`src/rtl/mult_div_unit.sv`:
```
// mult_div_unit
//   Iterative multiply/divide unit that owns the HI/LO register pair.
//   Multiplies with a shift-add loop and divides with a restoring loop.
//   Each operation takes WIDTH iterations. The pipeline stalls while busy=1.
//
//   Build option:
//     MDU_EARLY_TERM_EN - when defined, a multiply leaves RUN as soon as
//                         the remaining multiplier is zero.
//                         Divide latency does not change.
//
//   Ports:
//     clock       rising-edge clock
//     reset       asynchronous, active-high reset
//     start       request an operation (sampled only in IDLE)
//     op[1:0]     00 MULT, 01 MULTU, 10 DIV, 11 DIVU
//     a, b        rs / rt operands
//     hi_we       MTHI strobe (IDLE only)
//     lo_we       MTLO strobe (IDLE only)
//     wd          MTHI/MTLO write data
//     busy        high while state is not IDLE
//     done        one-cycle pulse while hi/lo hold a fresh result
//     hi, lo      product {hi,lo}, or remainder (hi) / quotient (lo)
//
//   state | meaning
//   ------+----------------------------------------------------------
//   IDLE  | waiting for start; MTHI/MTLO writes accepted
//   PREP  | take operand magnitudes, record signs, load working regs
//   RUN   | one multiply or divide iteration per edge
//   FIN   | hi/lo valid, done=1; returns to IDLE on the next edge
module mult_div_unit #(
    parameter int WIDTH = 32
) (
    input  logic             clock,
    input  logic             reset,
    input  logic             start,
    input  logic [1:0]       op,
    input  logic [WIDTH-1:0] a,
    input  logic [WIDTH-1:0] b,
    input  logic             hi_we,
    input  logic             lo_we,
    input  logic [WIDTH-1:0] wd,
    output logic             busy,
    output logic             done,
    output logic [WIDTH-1:0] hi,
    output logic [WIDTH-1:0] lo
);

`ifdef MDU_EARLY_TERM_EN
    localparam bit EARLY_TERM = 1'b1;
`else
    localparam bit EARLY_TERM = 1'b0;
`endif

    localparam int CW = (WIDTH > 1) ? $clog2(WIDTH) : 1;
    localparam logic [CW-1:0] CNT_LOAD = CW'(WIDTH - 1);

    typedef enum logic [1:0] {IDLE, PREP, RUN, FIN} state_t;

    state_t               state;
    logic [1:0]           op_r;
    logic [WIDTH-1:0]     a_r;
    logic [WIDTH-1:0]     b_r;
    logic [2*WIDTH-1:0]   mcand;
    logic [WIDTH-1:0]     mplier;
    logic [2*WIDTH-1:0]   prod;
    logic [WIDTH-1:0]     dvd;      // dividend shifts out; quotient bits shift in
    logic [WIDTH-1:0]     dvs;
    logic [WIDTH-1:0]     rem;
    logic [CW-1:0]        cnt;
    logic                 res_neg;
    logic                 rem_neg;
    logic                 div_zero;

    // Operand magnitudes for PREP. Only signed ops (op[0]=0) are corrected.
    logic                 neg_a;
    logic                 neg_b;
    logic [WIDTH-1:0]     mag_a;
    logic [WIDTH-1:0]     mag_b;

    // Iteration step and the final sign-corrected results.
    logic [2*WIDTH-1:0]   prod_step;
    logic [WIDTH:0]       rem_sh;
    logic [WIDTH:0]       rem_sub;
    logic                 rem_ge;
    logic [WIDTH-1:0]     rem_step;
    logic [WIDTH-1:0]     quo_step;
    logic                 early_stop;
    logic [2*WIDTH-1:0]   prod_fin;
    logic [2*WIDTH-1:0]   prod_res;
    logic [WIDTH-1:0]     quo_res;
    logic [WIDTH-1:0]     rem_res;

    always_comb begin
        neg_a      = 1'b0;
        neg_b      = 1'b0;
        mag_a      = a_r;
        mag_b      = b_r;
        prod_step  = prod;
        rem_sh     = '0;
        rem_sub    = '0;
        rem_ge     = 1'b0;
        rem_step   = '0;
        quo_step   = '0;
        early_stop = 1'b0;
        prod_fin   = '0;
        prod_res   = '0;
        quo_res    = '0;
        rem_res    = '0;

        neg_a = ~op_r[0] & a_r[WIDTH-1];
        neg_b = ~op_r[0] & b_r[WIDTH-1];
        mag_a = neg_a ? -a_r : a_r;
        mag_b = neg_b ? -b_r : b_r;

        if (mplier[0]) begin
            prod_step = prod + mcand;
        end

        rem_sh   = {rem, dvd[WIDTH-1]};
        rem_sub  = rem_sh - {1'b0, dvs};
        rem_ge   = (rem_sh >= {1'b0, dvs});
        rem_step = rem_ge ? rem_sub[WIDTH-1:0] : rem_sh[WIDTH-1:0];
        quo_step = {dvd[WIDTH-2:0], rem_ge};

        // A zero multiplier means every remaining step adds nothing.
        early_stop = EARLY_TERM && !op_r[1] && (mplier == '0);

        prod_fin = early_stop ? prod : prod_step;
        prod_res = res_neg ? -prod_fin : prod_fin;

        // The magnitude of 0x80..0 / -1 is 0x80..0 with res_neg=0.
        // It therefore comes out as 0x80..0 with no special case.
        if (!div_zero) begin
            quo_res = res_neg ? -quo_step : quo_step;
            rem_res = rem_neg ? -rem_step : rem_step;
        end
    end

    always_ff @(posedge clock or posedge reset) begin
        if (reset) begin
            state    <= IDLE;
            op_r     <= '0;
            a_r      <= '0;
            b_r      <= '0;
            mcand    <= '0;
            mplier   <= '0;
            prod     <= '0;
            dvd      <= '0;
            dvs      <= '0;
            rem      <= '0;
            cnt      <= '0;
            res_neg  <= 1'b0;
            rem_neg  <= 1'b0;
            div_zero <= 1'b0;
            busy     <= 1'b0;
            done     <= 1'b0;
            hi       <= '0;
            lo       <= '0;
        end else begin
            case (state)
                IDLE: begin
                    if (hi_we) hi <= wd;
                    if (lo_we) lo <= wd;
                    if (start) begin
                        op_r  <= op;
                        a_r   <= a;
                        b_r   <= b;
                        busy  <= 1'b1;
                        state <= PREP;
                    end
                end
                PREP: begin
                    mcand    <= {{WIDTH{1'b0}}, mag_a};
                    mplier   <= mag_b;
                    prod     <= '0;
                    dvd      <= mag_a;
                    dvs      <= mag_b;
                    rem      <= '0;
                    cnt      <= CNT_LOAD;
                    res_neg  <= neg_a ^ neg_b;
                    rem_neg  <= neg_a;
                    div_zero <= (b_r == '0);
                    state    <= RUN;
                end
                RUN: begin
                    if (!early_stop) begin
                        mcand  <= mcand << 1;
                        mplier <= mplier >> 1;
                        prod   <= prod_step;
                        rem    <= rem_step;
                        dvd    <= quo_step;
                        cnt    <= cnt - 1'b1;
                    end
                    if (early_stop || cnt == '0) begin
                        if (op_r[1]) begin
                            hi <= rem_res;
                            lo <= quo_res;
                        end else begin
                            hi <= prod_res[2*WIDTH-1:WIDTH];
                            lo <= prod_res[WIDTH-1:0];
                        end
                        done  <= 1'b1;
                        state <= FIN;
                    end
                end
                FIN: begin
                    done  <= 1'b0;
                    busy  <= 1'b0;
                    state <= IDLE;
                end
                default: state <= IDLE;
            endcase
        end
    end

endmodule
```
`config.mk`:
```
export PLATFORM = sky130hd
export DESIGN_NAME = mult_div_unit
export DESIGN_NICKNAME = d
export VERILOG_FILES = /design/src/rtl/mult_div_unit.sv
export SDC_FILE = /design/constraint.sdc
export NUM_CORES = 1
export LEC_CHECK = 0
export CAP_MARGIN = 20
export CELL_PAD_IN_SITES_DETAIL_PLACEMENT = 2
export CELL_PAD_IN_SITES_GLOBAL_PLACEMENT = 2
export CORE_MARGIN = 8
export CORE_UTILIZATION = 30
export CTS_BUF_LIST = sky130_fd_sc_hd__clkbuf_16
export DETAILED_ROUTE_END_ITERATION = 8
export HOLD_SLACK_MARGIN = 0.12
export PLACE_DENSITY = 0.74
export SYNTH_ARGS = -nofsm -noshare
export SYNTH_HDL_FRONTEND = slang
export SYNTH_SLANG_ARGS = --single-unit
```
`constraint.sdc`:
```
create_clock -name clock -period 15.2 [get_ports clock]
set_clock_uncertainty 0.2 [all_clocks]
set_input_delay 3.04 -clock clock [delete_from_list [all_inputs] [get_ports clock]]
set_output_delay 3.04 -clock clock [all_outputs]
set_load 0.02 [all_outputs]
```
==> results.md <==
- Synth async-reset ratio: 100.0%
- Post-DP HPWL: around 100000 um
- Slew Viols, Final: 0
- Vias per inst: 5.834
- Clock share of power: roughly 16%
- Cell variety after synth: 99
- Most common cell after layout, fill and taps aside: dfrtp_1
- Die X: 329.0 um
- Total global-route track usage: 22.64%
- DR iter-0 viols: 2042
- Fmax: 156.0 MHz
- Initial antenna violation count: 10
- Clock tree buffer depth: 3
- Clock root cell: clkbuf_16
- Antenna-violating nets left: 0
- DP Cell Count: 4836
- Post-Synthesis Cells: about 3600
- Clock latency at the later pin of the worst-skew pair: roughly 0.65 ns
- Final Util: approximately a third
- RSZ-0062 raised after global routing: no
- Relative slew slack: 20.07%
- Comb power frac: 59.8%
- FF+latch count, synth: between 300 and 400
- Sw frac: 51.97%
- Most frequent cells in the layout: 395 x dfrtp_1, 337 x nand2_1, 332 x o21ai_0
- Post-CTS Setup Repair Bufs: 0
- Sequential area share after synthesis: 33.89%
- Post-synth EDFFs: 0
- Min Hold Slack: roughly 0.28 ns
- Nets: 3817
- Average size of a mapped cell: 8.252 um^2
- P per Cell Area: 230.7 mW/mm^2
- Post-route DRC violation count: 0
- Count of input and output buffers: 168
- Total CTS buffers: 53
- First-pass GRT wire length: 191700 um
- Slew at the pin closest to its max-slew limit: 1.199 ns
- # Max-Cap Violations: 0
- Hold-fix buffers, CTS: 0
- Crit. End Element: flop
- Die ar.: 0.1082 mm^2
- Critical Path AT: 6.76 ns
- Clk sinks: 398
- Pre-antenna DRT Iters: 7
- Die height: 329.0 um
- Power Internal: 3.757 mW
- Clock tree from TritonCTS: yes
- Critical path type: flop to flop
- Largest fanout on the critical path: 32
- Post-DR wirelength/cell: 25.63 um
- Global route overflow: 0
- Post-synthesis cell area: 0.02938 mm^2
- Crit start category: flop
- Crit path required time: 15.55 ns
- Setup violators final: 0
- Psw: 4.065 mW
- GPL Wtd Cong: around 0.90
- Number of gates resized after cts: 0
- Layout cells sized above 1: 8.301%
- Syn-to-layout area delta: 15.39%
- Final Critical Period: 6.409 ns
- Max VDD drop: 0.2053 mV
- Std-Cell Rows: approximately 120
- Final Cycle Share: a little over two fifths
- Core area: 0.09770 mm^2
- Post-synth net total: approximately 3800
- Worst hold path type: flop to flop
- Status: finished, final reports clean
- Power share of the sequential group: 24.6%
- Top FF cell, synth: dfrtp_1
- Setup TNS Final: 0 ns
- YS warnings: 0
- Initial Utilization: between 30 and 40%
- Pin count of the biggest net entering global routing: approximately 160
- Final wirelength: 126600 um
- Vias: 28820
- Vias in the first global route: 30190
- Static leakage: 13.42 nW
- CTS H-tree lvls: 2
- Clk slew on worst S/H paths: 0.06 ns
- Fin. Hold Viols: 0
- I/O Pins: 169
- Cell Count, Final, Fillers Out: 4940
-- sequential cells by signal, summed over array words and instances, names as in the netlist --
register and flops:
dvd 32, dvs 32, res_neg 1, op_r 2, rem_neg 1, lo 32
prod 64, done 1, mcand 64, state 2, hi 32, div_zero 1
cnt 5, a_r 32, rem 32, busy 1, b_r 32, mplier 32
-- synth_stat cells, types with 37 or more instances --
cell type,number,share of area [%]
dfrtp_1,398,34
mux2i_1,42,1.4
nand3_1,73,1.2
o221ai_1,37,1.1
ha_1,106,4.5
a21oi_1,250,4.3
o21ai_0,332,5.7
nand4_1,62,1.3
o211ai_1,39,1.0
inv_1,231,3.0
mux2_2,103,3.9
clkbuf_1,178,2.3
a311o_1,42,1.4
xor2_1,87,2.6
xnor2_1,120,3.6
nor2_1,248,3.2
o22ai_1,116,2.5
o31ai_1,49,1.3
nor2b_1,48,1.0
nor3_1,89,1.5
or3_1,37,0.79
nand2_1,339,4.3
-- cells by family after synthesis --
kind of cell / after synthesis / share of synthesized area (%)
adders and majority gates: 108 / 4.650
xor gates and xnor gates: 207 / 6.170
muxes: 145 / 5.378
and+or+nand+nor: 1075 / 17.76
DFF: 398 / 33.89
AOI/OAI and AO/OA: 1176 / 26.24
buffers and inverters: 452 / 5.910
-- power groups by stage --
stage	Combinational, mW	Clock [mW]	Sequential [mW]
6_report	4.67	1.22	1.92
3_3_place_gp	4.46	0	1.91
3_5_place_dp	4.60	0	1.93
2_1_floorplan	2.97	0	1.84
4_1_cts	4.64	1.26	1.92
5_1_grt	5.03	1.30	1.97
-- worst paths after layout --
path	start	end	slack [ns]	depth (start not counted)
worst max-delay path	rem[5]	hi[22]	8.79	20
worst min-delay path	lo[2]	lo[2]	0.28	2
worst max register to register	rem[5]	hi[22]	8.79	20
worst min register to register	lo[2]	lo[2]	0.28	2
max in group asynchronous	reset	mplier[0]	9.47	4
min in group asynchronous	reset	dvs[26]	2.78	2
-- critical path, stage by stage, from the launching register on --
cell and delay (ns):
dfrtp_1 0.46, ha_1 0.45, nand4_1 0.15, a2111oi_0 0.74
o31ai_1 0.37, a21oi_1 0.28, a211o_1 0.15, buf_4 0.42
inv_1 0.15, mux2i_1 0.31, ha_1 0.27, nand4_1 0.13
nor4_1 0.35, nand2_1 0.18, nor4_1 0.33, a21oi_1 0.22
or3b_2 0.50, a21o_1 0.19, a21oi_1 0.14, a211oi_1 0.07
o21ai_0 0.20
-- per-stage QoR --
step / setup slack [ns] / area, um^2 / power [mW]
6_report: 8.791 / 33910 / 7.822
5_1_grt: 8.196 / 33900 / 8.294
4_1_cts: 8.862 / 33880 / 7.824
3_5_place_dp: 8.624 / 32220 / 6.532
3_3_place_gp: 8.670 / 32200 / 6.374
2_1_floorplan: 0.8923 / 29380 / 4.810
-- layer usage --
layer / vias to the layer above / global-route usage [%] / wire length [um]
met5: - / 0 / 7
met4: 2 / 5.364 / 2972
met3: 141 / 2.970 / 6738
met2: 713 / 37.06 / 57680
met1: 14830 / 31.58 / 59230
li1: 13140 / - / -
-- final cells by class --
class | instances | area (um^2)
clock buffers | 53 | 1326
fillers | 11110 | 63790
clock inverters | 46 | 336.6
multi-input cells | 2711 | 17750
inverters | 232 | 878.3
flip-flops and latches | 398 | 9966
well taps | 1287 | 1610
repair buffers | 210 | 2031
diodes | 3 | 7.507
(Power assumes the default switching activity.)
